[config.mk]
export PLATFORM = sky130hd
export DESIGN_NAME = uart_rx_fifo
export DESIGN_NICKNAME = d
export VERILOG_FILES = /design/src/rtl/uart_rx_fifo.sv
export SDC_FILE = /design/constraint.sdc
export NUM_CORES = 1
export LEC_CHECK = 0
export CORE_ASPECT_RATIO = 0.8
export CORE_MARGIN = 8
export CORE_UTILIZATION = 30
export CTS_BUF_LIST = sky130_fd_sc_hd__clkbuf_16
export DETAILED_ROUTE_END_ITERATION = 7
export GPL_TIMING_DRIVEN = 0
export RECOVER_POWER = 25
export SLEW_MARGIN = 25
export SYNTH_ARGS = -nofsm -noshare
export SYNTH_HDL_FRONTEND = slang
export SYNTH_SLANG_ARGS = --single-unit
export TNS_END_PERCENT = 20
[constraint.sdc]
create_clock -name clk -period 3.4 [get_ports clk]
set_input_delay 0.68 -clock clk [delete_from_list [all_inputs] [get_ports clk]]
set_output_delay 0.68 -clock clk [all_outputs]
set_load 0.01 [all_outputs]
[src/rtl/uart_rx_fifo.sv]
// Receive-side circular byte buffer between the UART receiver and the host.
// Registered read port with a one-cycle rd_valid pulse, plus a sticky overrun flag.
module uart_rx_fifo #(
  parameter int DBITS      = 8,
  parameter int ADDR_WIDTH = 4
) (
  input  logic                  clk,
  input  logic                  reset,
  input  logic                  wr_valid,
  input  logic [DBITS-1:0]      wr_data,
  input  logic                  rd_en,
  input  logic                  clear_overrun,
  output logic [DBITS-1:0]      rd_data,
  output logic                  rd_valid,
  output logic                  empty,
  output logic                  full,
  output logic [ADDR_WIDTH:0]   count,
  output logic                  overrun
);

  localparam int DEPTH = 1 << ADDR_WIDTH;
  localparam logic [ADDR_WIDTH:0] FULL_COUNT = DEPTH[ADDR_WIDTH:0];

  logic [DBITS-1:0]      mem [DEPTH];
  logic [ADDR_WIDTH-1:0] wr_ptr;
  logic [ADDR_WIDTH-1:0] rd_ptr;
  logic                  rd_accept;
  logic                  wr_accept;
  logic                  wr_drop;

  // A full buffer still takes a write when a read frees a slot in the same cycle.
  assign rd_accept = rd_en & ~empty;
  assign wr_accept = wr_valid & (~full | rd_accept);
  assign wr_drop   = wr_valid & ~wr_accept;

  assign empty = (count == '0);
  assign full  = (count == FULL_COUNT);

  // Storage is deliberately left unreset.
  always_ff @(posedge clk) begin
    if (wr_accept)
      mem[wr_ptr] <= wr_data;
  end

  always_ff @(posedge clk or posedge reset) begin
    if (reset) begin
      wr_ptr <= '0;
      rd_ptr <= '0;
    end else begin
      if (wr_accept)
        wr_ptr <= wr_ptr + 1'b1;
      if (rd_accept)
        rd_ptr <= rd_ptr + 1'b1;
    end
  end

  always_ff @(posedge clk or posedge reset) begin
    if (reset) begin
      count <= '0;
    end else begin
      case ({wr_accept, rd_accept})
        2'b10:   count <= count + 1'b1;
        2'b01:   count <= count - 1'b1;
        default: count <= count;
      endcase
    end
  end

  // When full, read and write share a slot; the read sees the old byte.
  always_ff @(posedge clk or posedge reset) begin
    if (reset) begin
      rd_data  <= '0;
      rd_valid <= 1'b0;
    end else begin
      rd_valid <= rd_accept;
      if (rd_accept)
        rd_data <= mem[rd_ptr];
    end
  end

  // A drop in the same cycle as a clear wins.
  always_ff @(posedge clk or posedge reset) begin
    if (reset)
      overrun <= 1'b0;
    else if (wr_drop)
      overrun <= 1'b1;
    else if (clear_overrun)
      overrun <= 1'b0;
  end

endmodule

==> impl_metrics.tcl <==
set metrics [dict create \
    dp_hpwl_mm 8.07 \
    clock_latency_ns 0.42 \
    hp-start "rd_data[4]" \
    worstSetupStartpointType "flip-flop" \
    avgViaCountPerCell 4.66 \
    critPathMaxStageDelay_ns 0.60 \
    dieHeight_um 143 \
    p_leak_nw 2.45 \
    setup_viol 0 \
    num_vias 2990 \
    cts_hold_buf 0 \
    crit_fanout 9 \
    period_needed_ns 3.20 \
    cts-root-buf "clkbuf_16" \
    die_w_um 175 \
    grt_pass1_wl_mm 18.8 \
    wl_mm 12.1 \
    min_to "rd_data[4]" \
    num_rows 46 \
    ys_seq_area_share_pct 73.2 \
    required_ns 3.70 \
    synth-simple-area-share_pct 4.75 \
    start_util_pct 30.5 \
    fillCellCount 1846 \
    finalHoldViolations 0 \
    timing.hold.ws_ns 0.479 \
    synth_cells 317 \
    n_antenna_cell 0 \
    final_util_pct 36.5 \
    grt_setup_unrepaired "false" \
    drv_slew 0 \
    rr_endpoint "count[4]" \
    cts-buffers-inserted 17 \
    r2r-start "count[0]" \
    ant_nets 0 \
    clkTransAtPathRegs_ns 0.06 \
    grt_start_max_net_pins 24 \
    synth_edf_count 128 \
    final.period_utilization_pct 94.1 \
    grt_pass1_vias 3101 \
    synthAdderAreaFrac_pct 2.20 \
    drive_gt1_share_pct 19.8 \
    port_buffers 29 \
    clock_sinks 151 \
    grt.overflow.total 0 \
    io_pins 30 \
    ir_drop_v 0.000327 \
    syn_to_final_growth_pct 19.9 \
    tightest_slew_ns 0.858 \
    synth-seq-cells 151 \
    yosysWarnings 0 \
    synth_xor_area_share_pct 1.45 \
    r2r_cells 10 \
    drc 0 \
    clock_path_buffers 2 \
    muxShareOfSynthArea_pct 13.8 \
    die_area_um2 24900 \
    grt.total_usage_pct 10.3 \
    cts_tree "built" \
    synthDistinctLibCells 36 \
    finalInstanceArea_um2 7240 \
    antenna_found_initial 0 \
    r2r_slack_ns 0.20 \
    status "complete, no violations" \
    htreeDepth 4 \
    synth_area_um2 6040 \
    placed_area_um2 6660 \
    syn_avg_cell_area_um2 19.0 \
    final_nets 388 \
    crit_slowest_cell "or4_1" \
    synth_top_family_by_area "multiplexers" \
    post_cts_buffers 0 \
    power_density_nw_per_um2 839 \
    initialDrtViolationCount 249 \
    synthFlopType "edfxtp_1" \
    cp_common_cell "ha_1" \
    async_flop_share_pct 15.2 \
    routabilityCongestion 0.727 \
    hold_path.class "reg -> reg" \
    fmax_mhz 312 \
    critPathArrivalTime_ns 3.50 \
    dr.pass1.iters 4 \
    synth-compound-area-share_pct 2.63 \
    synth_nets 340 \
    maxCapViolations 0 \
    finClkSkew_ns 0.00624 \
    wl_per_cell_um 18.8 \
    path_class "reg -> reg" \
    slew_headroom_pct 42.7 \
    core-area_um2 19800 \
    cp-end-kind "flip-flop" \
    worstPathCellList "or4_1 -> o21ai_4 -> inv_2 -> ha_1 -> ha_1 -> nor2b_1 -> o21ai_0 -> a21oi_1 -> or3b_2 -> xnor2_1" \
    holdPathStages 2 \
]
[worst max-delay path: cells and delay by family, from the launching register on]
family                     cells  cell delay [ns]
buffers and inverters          1             0.12
AOI/OAI and AO/OA              3             0.60
and+or+nand+nor                3             1.20
adders and majority gates      2             0.60
xor gates and xnor gates       1             0.13
DFF                            1             0.44
[state kept, by name, indices dropped and copies added, names as in the netlist]
| register | cells |
|---|---|
| count | 5 |
| rd_valid | 1 |
| rd_data | 8 |
| mem | 128 |
| overrun | 1 |
| rd_ptr | 4 |
| wr_ptr | 4 |
[cell usage in the layout (no fill, tap or decap), drive strengths merged, types with 2 or more instances in the layout]
master and instances:
a21oi 2, mux4 33, xnor2 8, dfrtp 23, xor2 2, ha 9
mux2i 8, and2 16, nand4 2, inv 18, nand2 26, dlygate4sd3 5
clkinvlp 4, edfxtp 128, buf 10, clkdlybuf4s50 24, o221ai 7, clkbuf 20
o21ai 12, nor3b 2, clkinv 4
[synthesized netlist by cell type (2+ instances only)]
cell / n / share of area, %
edfxtp_1: 128 / 64
mux4_2: 31 / 12
nand2_1: 26 / 1.6
dfrtp_1: 23 / 9.5
and2_1: 16 / 1.7
inv_1: 11 / 0.68
o21ai_0: 11 / 0.91
ha_1: 9 / 1.9
mux2i_1: 8 / 1.3
xnor2_1: 8 / 1.2
o221ai_1: 7 / 1.0
buf_2: 6 / 0.50
buf_4: 3 / 0.37
clkbuf_1: 3 / 0.19
a21oi_1: 2 / 0.17
mux4_1: 2 / 0.87
nand4_1: 2 / 0.21
nor3b_1: 2 / 0.25
xor2_1: 2 / 0.29
[kinds of logic after synthesis]
logic type	after synthesis
xor+xnor	10
mux	41
flops	151
simple gates	56
fa+ha+maj	10
compound gates	24
buf+inv	25
[routing by layer]
layer | vias to the layer above | part of all wire, % | GRT usage [%]
met1 | 1558 | 48 | 14.0
met3 | 10 | 6.3 | 3.46
met5 | - | 0 | 0
li1 | 1347 | - | -
met4 | 0 | 0.93 | 3.21
met2 | 75 | 45 | 15.3
[area by class of cell]
type                            instances  area, um2  area share (%)
Buffer                                 13       75.1            1.04
Clock buffer                           17        425            5.88
Clock inverter                         15        146            2.02
Inverter                               12       45.0           0.623
Multi-Input combinational cell        141       1500            20.8
Sequential cell                       151       4420            61.1
Tap cell                              264        330            4.57
Timing Repair Buffer                   29        290            4.01
[metrics by stage]
step / std cells / setup TNS (ns) / power [mW] / setup slack [ns]
after floorplan: 317 / 0 / 3.65 / 0.419
after global placement: 610 / 0 / 4.29 / 0.0242
after detailed placement: 610 / -0.0137 / 4.33 / -0.0137
after CTS: 642 / 0 / 6.13 / 0.124
after global routing: 642 / 0 / 6.37 / 0.0441
final: 642 / 0 / 6.07 / 0.199
[power by group]
part / internal (mW) / total (mW) / switching [mW] / leakage (nW)
registers: 2.30 / 2.45 / 0.147 / 1.43
clock network: 1.02 / 1.81 / 0.783 / 0.268
logic: 0.856 / 1.81 / 0.958 / 0.750
[timing repair]
action / CTS / global route
endpoints found under the hold margin: 0 / 0
endpoints found under the setup margin: 0 / 1
gates resized for setup: 0 / 1
[how the worst max path moves through the flow]
stage | slack, ns | endpoint | start
floorplan | 0.42 | count[4] | count[0]
global placement | 0.02 | count[4] | rd_en
detailed placement | -0.01 | count[4] | rd_en
CTS | 0.12 | count[4] | count[0]
global route | 0.04 | count[4] | count[0]
finish | 0.20 | count[4] | count[0]
No activity file was read; power rests on OpenSTA's default activity.
